[src/rtl/simple_axi_burst_master.sv]
// Single-outstanding AXI4 burst master: one host command becomes one INCR burst
// with lane steering, byte strobes, command validation and sticky status flags.
module simple_axi_burst_master #(
  parameter int C_DATA_WIDTH = 64,
  parameter int C_MAX_BURST  = 16
) (
  input  logic                      i_clk,
  input  logic                      i_rstn,
  input  logic [1:0]                i_rw,
  input  logic [2:0]                i_size,
  input  logic [31:0]               i_addr,
  input  logic [7:0]                i_len,
  input  logic [C_DATA_WIDTH-1:0]   i_wdata,
  input  logic                      i_wvalid,
  output logic                      o_wready,
  output logic [C_DATA_WIDTH-1:0]   o_rdata,
  output logic                      o_rvalid,
  input  logic                      i_rready,
  output logic                      o_wait,
  input  logic                      i_clear,
  output logic                      o_done,
  output logic                      o_error,
  output logic                      o_invalid,
  output logic                      m_axi_awvalid,
  input  logic                      m_axi_awready,
  output logic [31:0]               m_axi_awaddr,
  output logic [7:0]                m_axi_awlen,
  output logic [2:0]                m_axi_awsize,
  output logic [1:0]                m_axi_awburst,
  output logic [3:0]                m_axi_awcache,
  output logic [2:0]                m_axi_awprot,
  output logic                      m_axi_wvalid,
  input  logic                      m_axi_wready,
  output logic [C_DATA_WIDTH-1:0]   m_axi_wdata,
  output logic [C_DATA_WIDTH/8-1:0] m_axi_wstrb,
  output logic                      m_axi_wlast,
  input  logic                      m_axi_bvalid,
  output logic                      m_axi_bready,
  input  logic [1:0]                m_axi_bresp,
  output logic                      m_axi_arvalid,
  input  logic                      m_axi_arready,
  output logic [31:0]               m_axi_araddr,
  output logic [7:0]                m_axi_arlen,
  output logic [2:0]                m_axi_arsize,
  output logic [1:0]                m_axi_arburst,
  output logic [3:0]                m_axi_arcache,
  output logic [2:0]                m_axi_arprot,
  input  logic                      m_axi_rvalid,
  output logic                      m_axi_rready,
  input  logic [C_DATA_WIDTH-1:0]   m_axi_rdata,
  input  logic [1:0]                m_axi_rresp,
  input  logic                      m_axi_rlast
);

  localparam int NB = C_DATA_WIDTH / 8;
  localparam int OW = $clog2(NB);
  localparam logic [2:0] MAX_SIZE = 3'(OW);

  typedef enum logic [2:0] {
    S_IDLE, S_AADDR, S_WDATA, S_WRESP, S_RDATA, S_DONE
  } state_t;

  state_t      state_q, state_d;
  logic        write_q, write_d;
  logic [2:0]  size_q, size_d;
  logic [31:0] addr_q, addr_d;
  logic [7:0]  len_q, len_d;
  logic [7:0]  beat_q, beat_d;
  logic        done_q, done_d;
  logic        error_q, error_d;
  logic        invalid_q, invalid_d;

  logic [8:0]              cmd_beats;
  logic [16:0]             cmd_span;
  logic [16:0]             cmd_end;
  logic                    cmd_invalid;
  logic [OW-1:0]           off;
  logic                    last_beat;
  logic [31:0]             beat_inc;
  logic [NB-1:0]           strb_base;
  logic [C_DATA_WIDTH-1:0] data_mask;
  logic                    unused_bits;

  assign unused_bits = ^{m_axi_bresp[0], m_axi_rresp[0]};

  // Command validation looks at the raw inputs so a bad command never reaches AXI.
  always_comb begin
    cmd_beats   = {1'b0, i_len} + 9'd1;
    cmd_span    = {8'd0, cmd_beats} << i_size;
    cmd_end     = {5'd0, i_addr[11:0]} + cmd_span;
    cmd_invalid = (i_rw == 2'b11)
               || (i_size > MAX_SIZE)
               || ((i_addr & ((32'd1 << i_size) - 32'd1)) != 32'd0)
               || ({1'b0, i_len} >= 9'(C_MAX_BURST))
               || (cmd_end > 17'd4096);
  end

  always_comb begin
    off       = addr_q[OW-1:0];
    last_beat = (beat_q == len_q);
    beat_inc  = 32'd1 << size_q;
    strb_base = '0;
    for (int i = 0; i < NB; i++) strb_base[i] = (i < (1 << size_q));
    data_mask = '0;
    for (int i = 0; i < C_DATA_WIDTH; i++) data_mask[i] = strb_base[i/8];
  end

  always_ff @(posedge i_clk or negedge i_rstn) begin
    if (!i_rstn) begin
      state_q   <= S_IDLE;
      write_q   <= 1'b0;
      size_q    <= '0;
      addr_q    <= '0;
      len_q     <= '0;
      beat_q    <= '0;
      done_q    <= 1'b0;
      error_q   <= 1'b0;
      invalid_q <= 1'b0;
    end else begin
      state_q   <= state_d;
      write_q   <= write_d;
      size_q    <= size_d;
      addr_q    <= addr_d;
      len_q     <= len_d;
      beat_q    <= beat_d;
      done_q    <= done_d;
      error_q   <= error_d;
      invalid_q <= invalid_d;
    end
  end

  always_comb begin
    state_d   = state_q;
    write_d   = write_q;
    size_d    = size_q;
    addr_d    = addr_q;
    len_d     = len_q;
    beat_d    = beat_q;
    done_d    = done_q;
    error_d   = error_q;
    invalid_d = invalid_q;

    m_axi_awvalid = 1'b0;
    m_axi_awaddr  = '0;
    m_axi_awlen   = '0;
    m_axi_awsize  = '0;
    m_axi_arvalid = 1'b0;
    m_axi_araddr  = '0;
    m_axi_arlen   = '0;
    m_axi_arsize  = '0;
    m_axi_wvalid  = 1'b0;
    m_axi_wdata   = '0;
    m_axi_wstrb   = '0;
    m_axi_wlast   = 1'b0;
    m_axi_bready  = 1'b0;
    m_axi_rready  = 1'b0;
    o_wready      = 1'b0;
    o_rvalid      = 1'b0;
    o_rdata       = '0;

    case (state_q)
      S_IDLE: begin
        if (i_rw != 2'b00) begin
          write_d = i_rw[1];
          size_d  = i_size;
          addr_d  = i_addr;
          len_d   = i_len;
          beat_d  = '0;
          if (cmd_invalid) begin
            state_d   = S_DONE;
            done_d    = 1'b1;
            invalid_d = 1'b1;
          end else begin
            state_d = S_AADDR;
          end
        end
      end
      S_AADDR: begin
        if (write_q) begin
          m_axi_awvalid = 1'b1;
          m_axi_awaddr  = addr_q;
          m_axi_awlen   = len_q;
          m_axi_awsize  = size_q;
          if (m_axi_awready) state_d = S_WDATA;
        end else begin
          m_axi_arvalid = 1'b1;
          m_axi_araddr  = addr_q;
          m_axi_arlen   = len_q;
          m_axi_arsize  = size_q;
          if (m_axi_arready) state_d = S_RDATA;
        end
      end
      S_WDATA: begin
        m_axi_wvalid = i_wvalid;
        o_wready     = m_axi_wready;
        m_axi_wdata  = i_wdata << {off, 3'b000};
        m_axi_wstrb  = strb_base << off;
        m_axi_wlast  = last_beat;
        if (i_wvalid && m_axi_wready) begin
          beat_d = beat_q + 8'd1;
          addr_d = addr_q + beat_inc;
          if (last_beat) state_d = S_WRESP;
        end
      end
      S_WRESP: begin
        m_axi_bready = 1'b1;
        if (m_axi_bvalid) begin
          if (m_axi_bresp[1]) error_d = 1'b1;
          state_d = S_DONE;
          done_d  = 1'b1;
        end
      end
      S_RDATA: begin
        m_axi_rready = i_rready;
        o_rvalid     = m_axi_rvalid;
        o_rdata      = (m_axi_rdata >> {off, 3'b000}) & data_mask;
        // The beat counter owns completion; a wrong rlast only flags an error.
        if (m_axi_rvalid && i_rready) begin
          if (m_axi_rresp[1] || (m_axi_rlast != last_beat)) error_d = 1'b1;
          beat_d = beat_q + 8'd1;
          addr_d = addr_q + beat_inc;
          if (last_beat) begin
            state_d = S_DONE;
            done_d  = 1'b1;
          end
        end
      end
      S_DONE: begin
        if (i_clear) begin
          state_d   = S_IDLE;
          done_d    = 1'b0;
          error_d   = 1'b0;
          invalid_d = 1'b0;
        end
      end
      default: state_d = S_IDLE;
    endcase
  end

  assign o_wait    = (state_q == S_AADDR) || (state_q == S_WDATA)
                  || (state_q == S_WRESP) || (state_q == S_RDATA);
  assign o_done    = done_q;
  assign o_error   = error_q;
  assign o_invalid = invalid_q;

  assign m_axi_awburst = 2'b01;
  assign m_axi_awcache = 4'b0011;
  assign m_axi_awprot  = 3'b000;
  assign m_axi_arburst = 2'b01;
  assign m_axi_arcache = 4'b0011;
  assign m_axi_arprot  = 3'b000;

endmodule

[config.mk]
export PLATFORM = sky130hd
export DESIGN_NAME = simple_axi_burst_master
export DESIGN_NICKNAME = d
export VERILOG_FILES = /design/src/rtl/simple_axi_burst_master.sv
export SDC_FILE = /design/constraint.sdc
export NUM_CORES = 1
export LEC_CHECK = 0
export CAP_MARGIN = 20
export CELL_PAD_IN_SITES_DETAIL_PLACEMENT = 0
export CELL_PAD_IN_SITES_GLOBAL_PLACEMENT = 1
export CORE_AREA = 5 5 194 196
export CTS_BUF_LIST = sky130_fd_sc_hd__clkbuf_2 sky130_fd_sc_hd__clkbuf_4 sky130_fd_sc_hd__clkbuf_8
export CTS_CLUSTER_SIZE = 10
export DETAILED_ROUTE_END_ITERATION = 8
export DIE_AREA = 0 0 199 201
export GPL_TIMING_DRIVEN = 0
export PLACE_DENSITY_LB_ADDON = 0.1
export SKIP_CTS_REPAIR_TIMING = 1
export SLEW_MARGIN = 20
export SYNTH_ARGS = -nofsm -noshare
export SYNTH_HDL_FRONTEND = slang
export SYNTH_SLANG_ARGS = --single-unit
[constraint.sdc]
create_clock -name i_clk -period 4.2 [get_ports i_clk]
set_input_delay 1.05 -clock i_clk [delete_from_list [all_inputs] [get_ports i_clk]]
set_output_delay 1.05 -clock i_clk [all_outputs]
set_load 0.01 [all_outputs]
==> run_results.csv <==
group,metric,value,unit
min_path,hold_path_class,"reg -> reg",
placement,gpl.final_weighted_congestion,0.899,
grt,groute.usage.overall,25.3,%
critical_path,cp_max_fanout,10,
timing,drv_slew,0,
timing,period_needed,4.09,ns
detailed_routing,drc_errors,0,
grt,globalRouteMet3Util,4.58,%
critical_path,critical_path.endpoint_type,"output port",
cts,worst_path_clk_slew,0.07,ns
synthesis,synth_seq_area_share,15.8,%
finish,layout.cell_area.non_filler,0.0147,mm^2
flow_run,cap_violations,0,
grt,wire_length_of_the_first_global_routing_pass,77600,um
placement,post_detailed_placement_cell_area,0.0140,mm^2
timing,max-slew-margin-rel,49.1,%
grt,grt_start_max_net_pins,42,
critical_path,regToRegStartpoint,"addr_q[1]",
synthesis,netlist.top_cell.by_area,"dfrtp_1",
timing,finalHoldViolCount,0,
critical_path,critPathArrivalTime,3.04,ns
grt,global_route_overflow,0,
min_path,worst_hold_path.num_cells,1,
finish,fin_util,41.0,%
pwr,clock_power_share,8.1,%
pwr,pwr-share-comb,78.4,%
synthesis,async_reset_ff_share,100,%
grt,grtUsageMet2,43.0,%
floorplanning,rows,70,
cts,tritoncts.num_buffers,9,
finish,finalNetCount,1993,
placement,place.detailed.hpwl,43000,um
critical_path,worst-r2r-cell-count,12,
cts,cts-root-to-sink-buffers,2,
synthesis,synth_flop_cell,"dfrtp_1",
synthesis,synth_edf_count,0,
grt,grt.busiest_layer,"met2",
synthesis,synthesis.yosys.warnings,0,
pwr,register_share_of_total_power,13.6,%
floorplanning,core,0.0359,mm^2
finish,layout-area-overhead-vs-synth,60.7,%
cts,cts_root_buf,"clkbuf_8",
detailed_routing,wl_per_cell,24.0,um
pwr,leakage_power_figure,5.82,nW
pwr,p_sw_share,54.8,%
floorplanning,starting_utilization_of_the_core_area,25.5,%
floorplanning,ioPinCount,440,
timing,max_slew.worst_pin.slew,0.763,ns
timing,setup_viol,0,
cts,max_h_tree_level,3,
synthesis,post_synth.cell_area_avg,6.93,um^2
synthesis,synthTopCellsByArea,"dfrtp_1, mux2i_1, and2_1",
floorplanning,die_w,199,um
grt,grt.met1_usage,32.5,%
min_path,min_from,"o_error",
floorplanning,dieHeight,201,um
cts,tritoncts,"built",
finish,seq_area,0.00145,mm^2
placement,place.port_buffers,414,
pwr,power_report.internal_total,0.00386,W
detailed_routing,detail-route-antenna-nets,0,
timing,fin_crit_sh,97.4,%
floorplanning,die_area,0.0400,mm^2
detailed_routing,drt-initial-drc-count,1002,
critical_path,critical_path.startpoint_type,"flip-flop",
grt,first_global_vias,11800,
critical_path,crit_path_start,"state_q[0]",
timing,fin_skew,0.0193,ns
detailed_routing,wirelength,53900,um
detailed_routing,drt-vias-per-instance,5.29,
grt,number_of_antenna_violations_at_the_first_check_in_global_routing,3,
synthesis,ys_types,78,
critical_path,required_time_of_the_worst_setup_path,3.15,ns
synthesis,syn_area,0.00917,mm^2
cts,clk-insertion-delay-late,0.37,ns
detailed_routing,firstDrtPassIters,5,
pwr,ir_worst_vdd,0.000259,V
synthesis,syn_inst,1323,
timing,maxClockFrequency,244,MHz
finish,multi_input_gate_area,0.00745,mm^2
finish,final_layout_size_suffix_gt1_share,11.8,%
critical_path,worst-r2r-setup-slack,0.38,ns
finish,filler_cell_count,3793,
critical_path,path_class,"reg -> out",
pwr,reported_net_switching_power,0.00469,W
cts,cts_num_sinks,58,
synthesis,post-synth-top-area-fraction,15.8,%
detailed_routing,detailed_route_via_count,11900,
synthesis,synth-seq-cells,58,
pwr,power.density,581,mW/mm^2
timing,finalHoldWorstSlack,0.500,ns
outcome,status,"finished clean",
## synthesized netlist by cell type (4+ instances only)
| master | number |
|---|---|
| buf_2 | 13 |
| o22ai_1 | 13 |
| o32a_1 | 7 |
| o21ai_0 | 72 |
| nor4_1 | 6 |
| nor3_1 | 14 |
| or2_2 | 11 |
| nand2b_1 | 8 |
| dfrtp_1 | 58 |
| a32o_1 | 10 |
| mux4_2 | 6 |
| a211oi_1 | 30 |
| mux2i_1 | 90 |
| a21o_1 | 6 |
| a32oi_1 | 17 |
| and2_1 | 114 |
| nand4_1 | 13 |
| nand3_1 | 22 |
| xnor2_1 | 16 |
| o211ai_1 | 12 |
| mux2_2 | 25 |
| nor2_1 | 185 |
| inv_1 | 19 |
| a311oi_1 | 5 |
| and3_1 | 20 |
| o311ai_0 | 4 |
| clkbuf_1 | 76 |
| xor2_1 | 8 |
| or3_1 | 4 |
| nand2_1 | 166 |
| ha_1 | 26 |
| nor2b_1 | 35 |
| buf_4 | 18 |
| a31oi_1 | 9 |
| nor3b_1 | 6 |
| o21ai_1 | 4 |
| o21a_1 | 4 |
| o31ai_1 | 4 |
| a2bb2oi_1 | 7 |
| buf_1 | 11 |
| a21oi_1 | 95 |
## placed cells by master, fill, tap and decap left out, types with 12 or more instances in the layout
cell,instances
a211oi_1,28
a21oi_1,91
a32oi_1,17
and2_1,113
and3_1,19
buf_2,12
buf_4,36
clkbuf_1,46
clkbuf_2,25
clkdlybuf4s50_1,407
conb_1,18
dfrtp_1,58
ha_1,18
inv_1,18
mux2_2,25
mux2i_1,82
nand2_1,165
nand3_1,21
nand4_1,13
nor2_1,177
nor2b_1,35
o211ai_1,12
o21ai_0,63
xnor2_1,16
## worst paths after layout
path / end
max: o_rdata[63]
min: o_error
max reg2reg: addr_q[28]
min reg2reg: o_error
max in group asynchronous: len_q[5]
min in group asynchronous: addr_q[23]
## metal layers
layer	up-vias	wire [um]
met5	-	0
met4	0	1520
met3	86	4170
met2	558	26100
met1	5672	22100
li1	5595	-
## layout make-up
type / count / share of cell area, %
clock buffers: 12 / 1.08
inverters: 22 / 0.561
plain buffers: 115 / 4.01
flip-flops and latches: 58 / 9.85
multi-input cells: 1139 / 50.6
clock inverters: 4 / 0.663
diodes: 2 / 0.0340
well taps: 468 / 3.98
repair buffers: 432 / 29.2
## through the flow
stage,cells,TNS [ns],power (W),setup slack [ns]
5_1_grt,2252,-0.00279,0.00915,-0.00279
4_1_cts,2238,-63.77,0.00834,-1.37
6_report,2252,0,0.00855,0.109
3_5_place_dp,2222,-21.17,0.00762,-1.38
2_1_floorplan,1339,0,0.00490,0.0221
3_3_place_gp,2221,-27.38,0.00760,-1.37
## state kept, by name (all words and copies together) (netlist names)
name,flops
size_q,3
len_q,8
o_error,1
o_done,1
beat_q,8
write_q,1
addr_q,32
o_invalid,1
state_q,3
## power by group through the flow
stage | logic [W] | registers, W | clock network (W)
floorplan | 0.00389 | 0.00101 | 0
global placement | 0.00647 | 0.00113 | 0
detailed placement | 0.00648 | 0.00114 | 0
CTS | 0.00651 | 0.00114 | 0.000693
global route | 0.00722 | 0.00121 | 0.000722
finish | 0.00670 | 0.00116 | 0.000691
## worst max-delay path, stage by stage (launching register included)
cell	delay, ns
dfrtp_1	0.35
buf_2	0.18
nor2_4	0.16
nand2_1	0.15
or3_4	0.41
nand2b_1	0.14
buf_2	0.22
nor2_4	0.27
and2_1	0.23
clkdlybuf4s50_1	0.56
## cells by family (layout without fill, tap and decap cells)
| group | count (synthesis) | in the layout | share of synthesized area, % |
|---|---|---|---|
| muxes | 121 | 121 | 14.4 |
| adders and majority gates | 28 | 28 | 3.99 |
| other | 2 | 20 | 0.0819 |
| AOI/OAI and AO/OA | 333 | 333 | 24.4 |
| DFF | 58 | 58 | 15.8 |
| and+or+nand+nor | 615 | 615 | 32.2 |
| buffers and inverters | 142 | 585 | 6.76 |
| xor gates and xnor gates | 24 | 24 | 2.29 |
Power figures use the tool's default switching activity.
